===== config.mk =====
export PLATFORM = sky130hd
export DESIGN_NAME = dmem_bridge
export DESIGN_NICKNAME = d
export VERILOG_FILES = /design/src/rtl/dmem_pkg.sv /design/src/rtl/dmem_lane_align.sv /design/src/rtl/dmem_bridge.sv
export SDC_FILE = /design/constraint.sdc
export NUM_CORES = 1
export LEC_CHECK = 0
export ABC_CLOCK_PERIOD_IN_PS = 3600
export BUFFER_PORTS_ARGS = -buffer_cell sky130_fd_sc_hd__buf_2
export CAP_MARGIN = 25
export CORE_ASPECT_RATIO = 1.1
export CORE_MARGIN = 2
export CORE_UTILIZATION = 53
export DETAILED_ROUTE_END_ITERATION = 16
export PLACE_DENSITY_LB_ADDON = 0.1
export SYNTH_ARGS = -nofsm -noshare
export SYNTH_HDL_FRONTEND = slang
export SYNTH_SLANG_ARGS = --single-unit

===== constraint.sdc =====
create_clock -name clk -period 3.6 [get_ports clk]
set_input_delay 0.18 -clock clk [delete_from_list [all_inputs] [get_ports clk]]
set_output_delay 0.18 -clock clk [all_outputs]
set_load 0.01 [all_outputs]

===== src/rtl/dmem_pkg.sv =====
// Shared types and constants for the data-memory bridge: FSM states,
// funct3 access-size encodings, timeout defaults and the alignment check.
package dmem_pkg;

    typedef enum logic [1:0] {
        IDLE = 2'd0,
        REQ  = 2'd1,
        RESP = 2'd2,
        DONE = 2'd3
    } state_t;

    // funct3[1:0]; funct3[2] only selects sign extension, which the core owns
    localparam logic [1:0] SZ_BYTE = 2'b00;
    localparam logic [1:0] SZ_HALF = 2'b01;
    localparam logic [1:0] SZ_WORD = 2'b10;

    localparam int TIMEOUT_DEF = 255;
    localparam int CNT_W_DEF   = 8;

    function automatic logic misaligned(input logic [1:0] size, input logic [1:0] addr_lo);
        logic bad;
        case (size)
            SZ_BYTE: bad = 1'b0;
            SZ_HALF: bad = addr_lo[0];
            default: bad = (addr_lo != 2'b00);
        endcase
        return bad;
    endfunction

endpackage


===== src/rtl/dmem_lane_align.sv =====
// Combinational lane steering: byte enables and replicated store data for the
// bus, and the load word shifted down to bit 0 with upper bits zero.
module dmem_lane_align
    import dmem_pkg::*;
(
    input  logic [1:0]  size,
    input  logic [1:0]  addr_lo,
    input  logic [31:0] wdata,
    input  logic [31:0] rdata,
    output logic [3:0]  be,
    output logic [31:0] wdata_lane,
    output logic [31:0] rdata_shift
);

    always_comb begin
        be          = 4'b1111;
        wdata_lane  = wdata;
        rdata_shift = rdata;
        case (size)
            SZ_BYTE: begin
                be          = 4'b0001 << addr_lo;
                wdata_lane  = {4{wdata[7:0]}};
                rdata_shift = {24'd0, rdata[{addr_lo, 3'b000} +: 8]};
            end
            SZ_HALF: begin
                // addr_lo[0] is ignored: halves are forced to natural alignment
                be          = addr_lo[1] ? 4'b1100 : 4'b0011;
                wdata_lane  = {2{wdata[15:0]}};
                rdata_shift = {16'd0, (addr_lo[1] ? rdata[31:16] : rdata[15:0])};
            end
            default: begin
                be          = 4'b1111;
                wdata_lane  = wdata;
                rdata_shift = rdata;
            end
        endcase
    end

endmodule


===== src/rtl/dmem_bridge.sv =====
// Core data-memory port to valid/ready bus bridge with bus timeout abort.
// Define MISALIGN_TRAP_EN to fault misaligned accesses instead of forcing alignment.
module dmem_bridge
    import dmem_pkg::*;
#(
    parameter int TIMEOUT = TIMEOUT_DEF,
    parameter int CNT_W   = CNT_W_DEF
) (
    input  logic        clk,
    input  logic        reset,
    input  logic        mem_req,
    input  logic        mem_we,
    input  logic [2:0]  load_store,
    input  logic [31:0] Mem_WrAddr,
    input  logic [31:0] Mem_WrData,
    output logic [31:0] ReadData,
    output logic        stall,
    output logic        mem_fault,
    output logic        bus_valid,
    input  logic        bus_ready,
    output logic        bus_we,
    output logic [31:0] bus_addr,
    output logic [3:0]  bus_be,
    output logic [31:0] bus_wdata,
    input  logic        bus_rvalid,
    input  logic [31:0] bus_rdata
);

    // Bus handshake: a request transfers in the cycle bus_valid && bus_ready;
    // bus_valid never drops before that except on timeout abort. Read data
    // transfers in the cycle bus_rvalid is high while waiting in RESP.
    localparam logic [CNT_W-1:0] CNT_LAST = CNT_W'(TIMEOUT - 1);

    state_t            state;
    state_t            state_nxt;
    logic [31:0]       addr_q;
    logic [31:0]       data_q;
    logic [1:0]        size_q;
    logic              we_q;
    logic [CNT_W-1:0]  cnt;
    logic              fault_nxt;
    logic              capture;
    logic              zero_rd;
    logic              timeout_hit;
    logic              misalign;
    logic [3:0]        be_lane;
    logic [31:0]       wdata_lane;
    logic [31:0]       rdata_shift;
    logic              unused_sign;

    assign unused_sign = load_store[2];

`ifdef MISALIGN_TRAP_EN
    assign misalign = misaligned(load_store[1:0], Mem_WrAddr[1:0]);
`else
    assign misalign = 1'b0;
`endif

    dmem_lane_align u_align (
        .size        (size_q),
        .addr_lo     (addr_q[1:0]),
        .wdata       (data_q),
        .rdata       (bus_rdata),
        .be          (be_lane),
        .wdata_lane  (wdata_lane),
        .rdata_shift (rdata_shift)
    );

    assign timeout_hit = (cnt == CNT_LAST);

    always_comb begin
        state_nxt = state;
        fault_nxt = 1'b0;
        capture   = 1'b0;
        zero_rd   = 1'b0;
        case (state)
            IDLE: begin
                if (mem_req) begin
                    if (misalign) begin
                        state_nxt = DONE;
                        fault_nxt = 1'b1;
                        zero_rd   = !mem_we;
                    end else begin
                        state_nxt = REQ;
                    end
                end
            end
            REQ: begin
                // handshake takes priority over a same-cycle timeout
                if (bus_ready) begin
                    state_nxt = we_q ? DONE : RESP;
                end else if (timeout_hit) begin
                    state_nxt = DONE;
                    fault_nxt = 1'b1;
                    zero_rd   = !we_q;
                end
            end
            RESP: begin
                if (bus_rvalid) begin
                    state_nxt = DONE;
                    capture   = 1'b1;
                end else if (timeout_hit) begin
                    state_nxt = DONE;
                    fault_nxt = 1'b1;
                    zero_rd   = 1'b1;
                end
            end
            DONE:    state_nxt = IDLE;
            default: state_nxt = IDLE;
        endcase
    end

    always_ff @(posedge clk or negedge reset) begin
        if (!reset) begin
            state     <= IDLE;
            addr_q    <= '0;
            data_q    <= '0;
            size_q    <= '0;
            we_q      <= 1'b0;
            cnt       <= '0;
            ReadData  <= '0;
            mem_fault <= 1'b0;
        end else begin
            state     <= state_nxt;
            mem_fault <= fault_nxt;
            if (state == IDLE && mem_req) begin
                addr_q <= Mem_WrAddr;
                data_q <= Mem_WrData;
                size_q <= load_store[1:0];
                we_q   <= mem_we;
                cnt    <= '0;
            end else if (state == REQ || state == RESP) begin
                cnt <= cnt + CNT_W'(1);
            end
            if (capture) begin
                ReadData <= rdata_shift;
            end else if (zero_rd) begin
                ReadData <= '0;
            end
        end
    end

    assign bus_valid = (state == REQ);
    assign bus_we    = we_q;
    assign bus_addr  = {addr_q[31:2], 2'b00};
    assign bus_be    = (state == REQ) ? be_lane : 4'b0000;
    assign bus_wdata = wdata_lane;
    assign stall     = mem_req && (state != DONE);

endmodule


Word level (Yosys, flattened, before mapping)
Index checks and enable logic that the tools add are counted.
Widths: inputs -> output; s select.
{"block": "op_classes", "n_eq_ne": 7, "addsub": 1, "shift": 2, "n_reduce_logical": 8, "n_mux": 25}
{"op": "$pmux 32 s2", "n": 2}
{"op": "$mux 32", "n": 2}
{"op": "$shiftx 32x6->8", "n": 1}
{"op": "$mux 16", "n": 1}
{"op": "$mux 8", "n": 2}
{"op": "$add 8x1->8 const B", "n": 1}
{"op": "$eq 8x8->1 const B", "n": 1}
{"op": "$mux 1", "n": 8}
{"op": "$mux 2", "n": 4}
{"op": "$mux 4", "n": 2}
{"op": "$pmux 2 s4", "n": 1}
{"op": "$pmux 4 s2", "n": 1}
{"op": "$eq 2x1->1 const B", "n": 2}
{"op": "$eq 2x2->1 const B", "n": 2}
{"op": "$logic_not 2->1", "n": 2}
{"op": "$ne 2x2->1 const B", "n": 2}
{"op": "$pmux 1 s2", "n": 2}
{"op": "$reduce_bool 2->1", "n": 2}
{"op": "$shl 1x2->4 const A", "n": 1}
{"op": "$logic_and 1x1->1", "n": 2}
{"op": "$logic_not 1->1", "n": 1}
{"op": "$logic_or 1x1->1", "n": 1}
{"block": "word_totals", "register_bits": 110, "out_inout_bits": 104}

Logic depth before layout (Yosys ltp)
Gate-level depths: netlist (run 1).
{"block": "logic_depth", "word_depth": 6, "depth_mapped": 8}

Modules after synthesis
From an unflattened synthesis (run 1), not the netlist that was laid out.
{"block": "unflattened", "cells_unflattened": 449, "area_unflattened_um2": 5572.8}
{"mod": "dmem_bridge", "area_each_um2": 4581.9, "cells_each": 322, "instances": 1, "seq_area_each_um2": 2752.6}
{"mod": "dmem_lane_align", "area_each_um2": 991.0, "cells_each": 127, "instances": 1, "seq_area_each_um2": 0.0}

Least setup slack after synthesis (run 1)
OpenSTA, ideal clock, no wires.
{"block": "synth_path", "path_type": "flip-flop to flip-flop", "from": "reg state[1]", "to": "reg ReadData[10]", "synth_period_minus_slack_ns": 1.922, "arrival_time_ns": 1.796, "setup_time_ns": 0.126, "required_time_ns": 3.474, "setup_slack_ns": 1.678, "path_stages_with_launch": 8, "path_cell_list": "dfrtp_1 > inv_1 > ha_1 > nand2b_1 > nor4_2 > o22ai_2 > buf_6 > a221o_1"}
{"block": "synth_between", "elab_chain_cells": 3}
{"element": "start: declaration", "line_no": "dmem_bridge.sv:34", "rtl": "state_t state;"}
{"element": "start signal: assignment", "line_no": "dmem_bridge.sv:124", "rtl": "state <= state_nxt;"}
{"element": "$eq 2x1->1"}
{"element": "named net bus_valid", "line_no": "dmem_bridge.sv:19", "rtl": "output logic bus_valid,"}
{"element": "$pmux 1 s2", "line_no": "dmem_bridge.sv:76", "rtl": "case (state)"}
{"element": "$reduce_bool 2->1 (no source line)"}
{"element": "end signal: assignment", "line_no": "dmem_bridge.sv:136", "rtl": "ReadData <= rdata_shift;"}
{"element": "end: declaration", "line_no": "dmem_bridge.sv:16", "rtl": "output logic [31:0] ReadData,"}
The timed path passes the listed nets, and every way through them passes these cells.
A chain may end at the register's enable or synchronous reset.

Worst setup path after layout (run 1)
{"block": "layout_path", "from": "reg size_q[1]", "to": "out bus_be[0]"}
{"block": "layout_between", "elab_chain_cells": 3}
{"element": "start: declaration", "line_no": "dmem_bridge.sv:38", "rtl": "logic [1:0] size_q;"}
{"element": "start signal: assignment", "line_no": "dmem_bridge.sv:129", "rtl": "size_q <= load_store[1:0];"}
{"element": "$eq 2x1->1 or $logic_not 2->1 (tied branches)", "line_no": "dmem_lane_align.sv:19", "rtl": "case (size)"}
{"element": "$pmux 4 s2 *", "line_no": "dmem_lane_align.sv:19"}
{"element": "$mux 4 *", "line_no": "dmem_bridge.sv:146", "rtl": "assign bus_be = (state == REQ) ? be_lane : 4'b0000;"}
{"element": "end: declaration", "line_no": "dmem_bridge.sv:23", "rtl": "output logic [3:0] bus_be,"}
Every way passes the cells marked *; elsewhere a longest branch is shown, timed or not.

==> run summary, run 1 <==
status = finished clean
Total Power = 5.63 mW
count of final setup violators = 0
crit-path max FO = 26
clk sinks = 110
GRT Total Usage = 22.1%
Avg Inst Size Synth = 12.5 sq um
vias per cell = 5.45
Final ANT Viol Nets = 0
FF+latch count, synth = 110
final hold slack = 32.0 ps
clk_skew = 10.2 ps
CTS tree = built
fmax = 402 MHz
WL final = 11.7 mm
routability cong. = 0.804
Worst-Skew Late Latency = 370 ps
Final period util = 69.0%
Vias = 3866
RSZ-0062 raised after global routing = no
post-synthesis cell area = 5320 sq um
Die Y = 109 um
relative slew slack = 36.0%
Worst Setup Path Type = flop to output port
Worst setup SP type = flop
Row Count = 38
Worst EP arrival = 2310 ps
Root Driver = clkbuf_8
most frequent cells in the layout = buf_2, dfrtp_1, mux2_2
Worst VDD drop = 0.426 mV
ys async rst share = 100%
fin. max-slew vios = 0
H-tree levels = 3
clk slew on worst S/H paths = 100 ps
nets@finish = 696
Starting Density = 54.3%
layout cells sized above 1 = 54.5%
first-pass GRT wire length = 18.9 mm
register area share after synthesis = 51.8%
worst min-delay path category = primary input to flop
max-cap viol count = 0
antenna violations before repair = 1
number of global-route vias before repair = 3906
setup_tns = 0 ps
Post-synth EDFFs = 0
Leakage = 3.15 nW
Most used DFF post-synth = dfrtp_1
Synthesis Warnings = 0
Routed WL per cell = 16.5 um
CTS max path bufs = 2
placed cell area = 6130 sq um
Unique masters post-synth = 42
drt drc = 0
Die ar. = 10900 sq um
First DRT Iteration DRCs = 177
final core occ = 65.1%
HPWL after DPL = 8.54 mm
ant diodes = 0
setup bufs post-CTS = 0
hold-fix buffers at CTS = 2
Area Growth Syn to Fin = 19.9%
most common cell after layout, fill and taps aside = buf_2
design area = 6380 sq um
Required @ worst endpoint = 3420 ps
R2R setup slack = 1360 ps
gr ovfl total = 0
Initial DRT Pass Iterations = 4
Final min period = 2490 ps
core area = 9790 sq um
CTS resizes = 0
# port buffers = 205
Post-Synthesis Cells = 424
die width = 99.5 um
Fin. Hold Viols = 0
clock buffer count from CTS = 9
Ports = 209
Setup crit end kind = output port
pwr/cell area = 882 nW/um^2
largest net degree at the start of global routing = 77
Worst Max-Slew Pin Slew = 960 ps
==> cells in the mapped netlist (8+ instances only) <==
cell type | count | area [sq um]
o2bb2ai_1 | 10 | 87.6
nand2_1 | 14 | 52.6
mux2_2 | 89 | 1000
buf_4 | 40 | 300
o21ai_0 | 13 | 65.1
and2_1 | 9 | 56.3
dfrtp_1 | 110 | 2750
buf_2 | 9 | 45.0
mux2i_1 | 8 | 80.1
a22o_1 | 18 | 158
clkbuf_1 | 8 | 30.0
nor2_1 | 15 | 56.3
==> final timing paths <==
path / to / from / depth (start not counted)
setup reg to reg: ReadData[10] / state[1] / 7
hold reg to reg: ReadData[4] / ReadData[4] / 1
setup / recovery: bus_be[0] / size_q[1] / 4
max in group asynchronous: ReadData[3] / reset / 3
min in group asynchronous: addr_q[14] / reset / 2
hold / removal: data_q[1] / Mem_WrData[1] / 2
==> power by group <==
part           leakage, nW  internal (mW)  switching (mW)
sequential            1.35           1.79           0.417
combinational         1.68           1.36            1.25
clock                0.117          0.403           0.408
==> layout make-up <==
cell class                 count  area, sq um
multi-input combinational    245         2140
timing repair buffer         212         1090
tap                          120          150
clock buffer                  13          179
inverter                       6         22.5
fill                         823         3420
sequential                   110         2750
clock inverter                 3         47.5
==> per-stage QoR <==
stage          setup WS [ps]  instances
3_3_place_gp            1420        691
2_1_floorplan           1680        425
3_5_place_dp            1370        691
4_1_cts                 1060        709
6_report                1110        709
5_1_grt                  938        709
==> worst max-delay path: stages, from the launching register on <==
cell     delay (ps)
dfrtp_1         700
nor2_2          560
and2_1          420
nor2_1          100
buf_2           150
==> metal layers <==
layer	vias to the layer above	global-route usage, %	wire length, um	part of all wire, %
met2	148	36.9	5670	48
met1	1886	27.8	4870	42
met5	-	0	13	0.11
li1	1812	-	-	-
met3	18	5.45	904	7.7
met4	2	8.81	233	2.0
==> kinds of logic (layout without fill, tap and decap cells) <==
group,count (synthesis),in the layout,synth area share (%)
buffers and inverters,70,234,8.12
other,1,2,0.0705
flip-flops,110,110,51.8
adder cells (fa/ha/maj),7,7,1.65
AND/OR/NAND/NOR,60,60,5.88
AO/OA/AOI/OAI,73,73,10.9
multiplexers,98,98,20.8
XOR/XNOR,5,5,0.823
==> state kept, by name, summed over array words and instances, names as in the netlist <==
signal,cells
addr_q,32
bus_we,1
size_q,2
cnt,8
state,2
data_q,32
mem_fault,1
ReadData,32
Power figures use the tool's default switching activity.
==> run 2: changes to the inputs <==
ABC_CLOCK_PERIOD_IN_PS = 2400   (was 3600)
CORE_UTILIZATION = 49   (was 53)
clock period = 2.4 ns   (was 3.6 ns; I/O delays follow)
==> run summary, run 2 (synthesized netlist as in run 1, its figures left out) <==
nets@finish = 738
Root Driver = clkbuf_16
Reg2Reg Launch Point = state[0]
Fin. Hold Viols = 0
highest routing layer actually used = met4
Total Power = 9.14 mW
vias per cell = 5.10
most frequent cells in the layout = buf_2, dfrtp_1, mux2_2
Leakage = 3.40 nW
largest net degree at the start of global routing = 42
worst min-delay path category = primary input to flop
R2R setup slack = 460 ps
Initial DRT Pass Iterations = 5
Die Y = 113 um
met3 routed WL = 899 um
ant diodes = 0
pwr/cell area = 1310 nW/um^2
crit-path max FO = 9
Area Growth Syn to Fin = 31.2%
relative slew slack = 57.7%
clk_skew = 9.35 ps
placed cell area = 6260 sq um
Final ANT Viol Nets = 0
Ports = 209
CTS max path bufs = 2
multi-input combinational cell area = 2140 sq um
RSZ-0062 raised after global routing = no
HPWL after DPL = 9.13 mm
Row Count = 39
Vias = 3946
setup_tns = 0 ps
R2R depth = 7
fin. max-slew vios = 0
GRT Total Usage = 22.7%
Worst EP arrival = 1850 ps
first-pass GRT wire length = 20.6 mm
Final min period = 1970 ps
Final period util = 82.3%
number of global-route vias before repair = 4201
WHS Path Cells = 2
end of the worst register-to-register path = ReadData[12]
Worst Setup Path Type = flop to output port
WL met1 = 5.10 mm
die width = 103 um
max-cap viol count = 0
metal2 WL = 6.70 mm
count of final setup violators = 0
core area = 10500 sq um
Setup crit end kind = output port
Starting Density = 50.7%
antenna violations before repair = 0
status = finished clean
layout cells sized above 1 = 52.5%
First DRT Iteration DRCs = 128
top flop regs = ReadData: 32 flops, addr_q: 32 flops, data_q: 32 flops
Routed WL per cell = 16.6 um
# port buffers = 205
FF/Latch Area = 2750 sq um
clock buffer count from CTS = 9
HP Start = Mem_WrData[20]
Hold Path Sink = data_q[20]
Worst Max-Slew Pin Slew = 635 ps
gr ovfl total = 0
clk sinks = 110
Required @ worst endpoint = 2280 ps
routability cong. = 0.827
CTS tree = built
WL final = 12.9 mm
most common cell after layout, fill and taps aside = buf_2
Worst setup SP type = flop
Worst-Skew Late Latency = 340 ps
H-tree levels = 3
design area = 6970 sq um
Worst VDD drop = 0.744 mV
Die ar. = 11700 sq um
Fill cells = 830
final core occ = 66.5%
clk slew on worst S/H paths = 70 ps
setup bufs post-CTS = 0
fmax = 506 MHz
drt drc = 0
## run 2: worst max-delay path by stage
stage / start / depth (start not counted) / to
floorplan: state[1] / 7 / ReadData[10]
global placement: state[0] / 7 / ReadData[5]
detailed placement: state[0] / 7 / ReadData[14]
CTS: state[0] / 7 / ReadData[14]
global route: size_q[0] / 5 / bus_be[0]
finish: size_q[0] / 5 / bus_be[0]
## run 2: metrics by stage
| step | hold slack, ps | std cells | worst slack [ps] |
|---|---|---|---|
| after floorplan | -176 | 425 | 478 |
| after CTS | 0.0600 | 772 | 11.5 |
| after global placement | 95.2 | 723 | 147 |
| after detailed placement | 106 | 723 | 29.6 |
| final | 11.1 | 774 | 426 |
| after global routing | 0.114 | 774 | 309 |
## run 2: worst max-delay path, cell delays in order (launching register included)
cell	delay, ps
dfrtp_1	510
nor2_2	150
buf_4	200
and2_1	360
nor2_1	130
buf_2	160
## run 2: final cells by class
class / instances / area share (%)
clock buffer: 14 / 4.22
clock inverter: 2 / 0.861
inverter: 6 / 0.323
multi-input combinational: 245 / 30.7
sequential: 110 / 39.5
tap: 143 / 2.57
timing repair buffer: 254 / 21.9
## run 2: power by group
group          switching (mW)  total [mW]  internal [mW]  leakage [nW]
clock network           0.648        1.71           1.06         0.175
registers               0.608        3.30           2.69          1.35
logic                    1.97        4.14           2.17          1.88
## run 2: metal layers
layer  vias to the layer above  global-route usage (%)
met1                      1912                    27.0
met2                       127                    39.7
met3                        15                    5.99
met4                         0                    7.11
met5                         -                       0
li1                       1892                       -
## run 2: timing repair
item / CTS / global route
setup endpoints to repair: 0 / 0
hold buffers: 33 / 1
endpoints found under the hold margin: 64 / 1
resized for setup: 0 / 0
==> run 3: changes to the inputs <==
ABC_AREA = 1   (was not set)
ABC_CLOCK_PERIOD_IN_PS = 2000   (was 2400)
CORE_UTILIZATION = 50   (was 49)
clock period = 2 ns   (was 2.4 ns; I/O delays follow)
==> run summary, run 3 <==
status = finished clean
Starting Density = 51.3%
R2R setup slack = 210 ps
Required @ worst endpoint = 1900 ps
placed insts = 1018
Worst Max-Slew Pin Slew = 518 ps
drt drc = 0
adder-cell share of the synthesized area = 1.56%
max-cap viol count = 0
routability cong. = 0.930
Row Count = 40
clk slew on worst S/H paths = 70 ps
Clk pwr share = 16.3%
top flop regs = ReadData: 32 flops, addr_q: 32 flops, data_q: 32 flops
Most used DFF post-synth = dfrtp_1
CTS tree = built
Int Pwr = 6.17 mW
First DRT Iteration DRCs = 375
WL met1 = 6.49 mm
Die ar. = 12100 sq um
largest cells by area after synthesis = dfrtp_1, nand2_1, buf_4
largest family of logic cells by synthesized area = simple AND/OR/NAND/NOR gates
most common cell after layout, fill and taps aside = nand2_1
Worst EP arrival = 1760 ps
XOR/XNOR Fraction of Synth Area = 0%
Total Power = 10.8 mW
Net Sw Frac = 43.0%
gr ovfl total = 0
WHS Path Cells = 3
Setup crit end kind = output port
Worst setup SP type = flop
HP Start = bus_rdata[20]
Unique masters post-synth = 30
WL final = 15.9 mm
Hold Path Sink = ReadData[20]
Reg2Reg Launch Point = state[1]
Fin. Hold Viols = 0
count of final setup violators = 0
clk_skew = 6.58 ps
register area share after synthesis = 49.0%
first-pass GRT wire length = 25.6 mm
Final ANT Viol Nets = 0
Post-Synthesis Cells = 719
Leakage = 4.29 nW
sequential share of power = 36.3%
Compound-Gate Fraction of Synth Area = 5.81%
highest routing layer actually used = met4
largest net degree at the start of global routing = 42
CTS max path bufs = 2
layout cells sized above 1 = 28.5%
clk sinks = 110
fmax = 536 MHz
Initial DRT Pass Iterations = 5
core area = 11000 sq um
FF+latch count, synth = 110
commonest cells in the netlist = nand2_1, dfrtp_1, nand3_1, buf_4, inv_1
ys async rst share = 100%
most frequent cells in the layout = nand2_1, buf_2, dfrtp_1
post-synthesis mux area share = 0%
HPWL after DPL = 10.8 mm
RSZ-0062 raised after global routing = no
end of the worst register-to-register path = cnt[7]
Worst VDD drop = 0.819 mV
Simple-Gate Fraction of Synth Area = 32.5%
setup_tns = 0 ps
Vias = 5497
Ports = 209
pwr/cell area = 1430 nW/um^2
Synthesis Warnings = 0
GRT Total Usage = 26.9%
top cell type's share of synthesized area = 49.0%
area leader, netlist = dfrtp_1
met3 routed WL = 1.03 mm
fin. max-slew vios = 0
post-synthesis cell area = 5620 sq um
worst min-delay path category = primary input to flop
Avg Inst Size Synth = 7.81 sq um
Comb pwr share = 47.4%
Root Driver = clkbuf_16
H-tree levels = 3
metal2 WL = 7.99 mm
relative slew slack = 65.5%
die width = 105 um
clock buffer count from CTS = 9
Final min period = 1860 ps
R2R depth = 9
Routed WL per cell = 14.4 um
Worst-Skew Late Latency = 350 ps
# port buffers = 205
antenna violations before repair = 0
Die Y = 115 um
nets@finish = 1064
Post-synth EDFFs = 0
Area Growth Syn to Fin = 34.2%
P_sw = 4.65 mW
Final period util = 93.2%
number of global-route vias before repair = 5292
Worst Setup Path Type = flop to output port
vias per cell = 4.98
ant diodes = 0
most frequent cell after synthesis = nand2_1
final cell count without fillers = 1104
crit-path max FO = 8
-- run 3: routing by layer --
layer,track usage [%],up-vias
li1,-,2674
met1,34.1,2568
met2,46.8,228
met3,4.31,27
met4,10.2,0
met5,0,-
-- run 3: cells by family (layout without fill, tap and decap cells) --
logic type,Yosys count,in the layout
simple gates,432,432
buf+inv,114,351
flops,110,110
compound gates,55,55
fa+ha+maj,7,7
other cells,1,2
-- run 3: cell type report --
cell class	count	area (sq um)
sequential	110	2750
fill	935	3420
multi-input combinational	496	2250
timing repair buffer	293	1900
clock inverter	5	40.0
tap	147	184
inverter	42	158
clock buffer	11	253
-- run 3: worst max-delay path, stage by stage (launching register included) --
cell and delay [ps]:
dfrtp_2 500, buf_4 190, nor2_1 190, o21ai_2 170
a21oi_1 200, buf_2 160
-- run 3: worst max-delay path by stage --
| stage | startpoint | endpoint | slack (ps) | cells past startpoint |
|---|---|---|---|---|
| global route | state[1] | cnt[7] | 9 | 9 |
| CTS | size_q[1] | bus_be[2] | 40 | 5 |
| global placement | state[0] | cnt[7] | 290 | 9 |
| detailed placement | state[1] | cnt[7] | 210 | 9 |
| floorplan | state[1] | ReadData[20] | 390 | 10 |
| finish | size_q[1] | bus_be[2] | 140 | 5 |
-- run 3: metrics by stage --
stage / setup slack [ps] / cell area [sq um] / hold slack (ps) / utilization (%)
floorplan: 394 / 5620 / -196 / -
global placement: 294 / 6550 / 106 / 59.7
detailed placement: 214 / 6550 / 103 / 59.7
CTS: 40.7 / 7520 / 0.867 / 68.6
global route: 9.06 / 7540 / 6.64 / 68.8
finish: 136 / 7540 / 6.60 / 68.8
-- run 3: power groups by stage --
| stage | Combinational, mW | Sequential [mW] | Clock [mW] |
|---|---|---|---|
| floorplan | 3.42 | 3.91 | 0 |
| global placement | 4.89 | 3.89 | 0 |
| detailed placement | 4.99 | 3.94 | 0 |
| CTS | 5.10 | 3.91 | 1.80 |
| global route | 5.76 | 4.05 | 1.89 |
| finish | 5.12 | 3.93 | 1.77 |
-- run 3: repair_timing --
action | 4_1_cts | 5_1_grt
hold endpoints to repair | 101 | 0
buffers inserted | 0 | 2
endpoints found under the setup margin | 1 | 2
resized for setup | 1 | 1
pin swaps | 0 | 1
hold buffers | 68 | 0
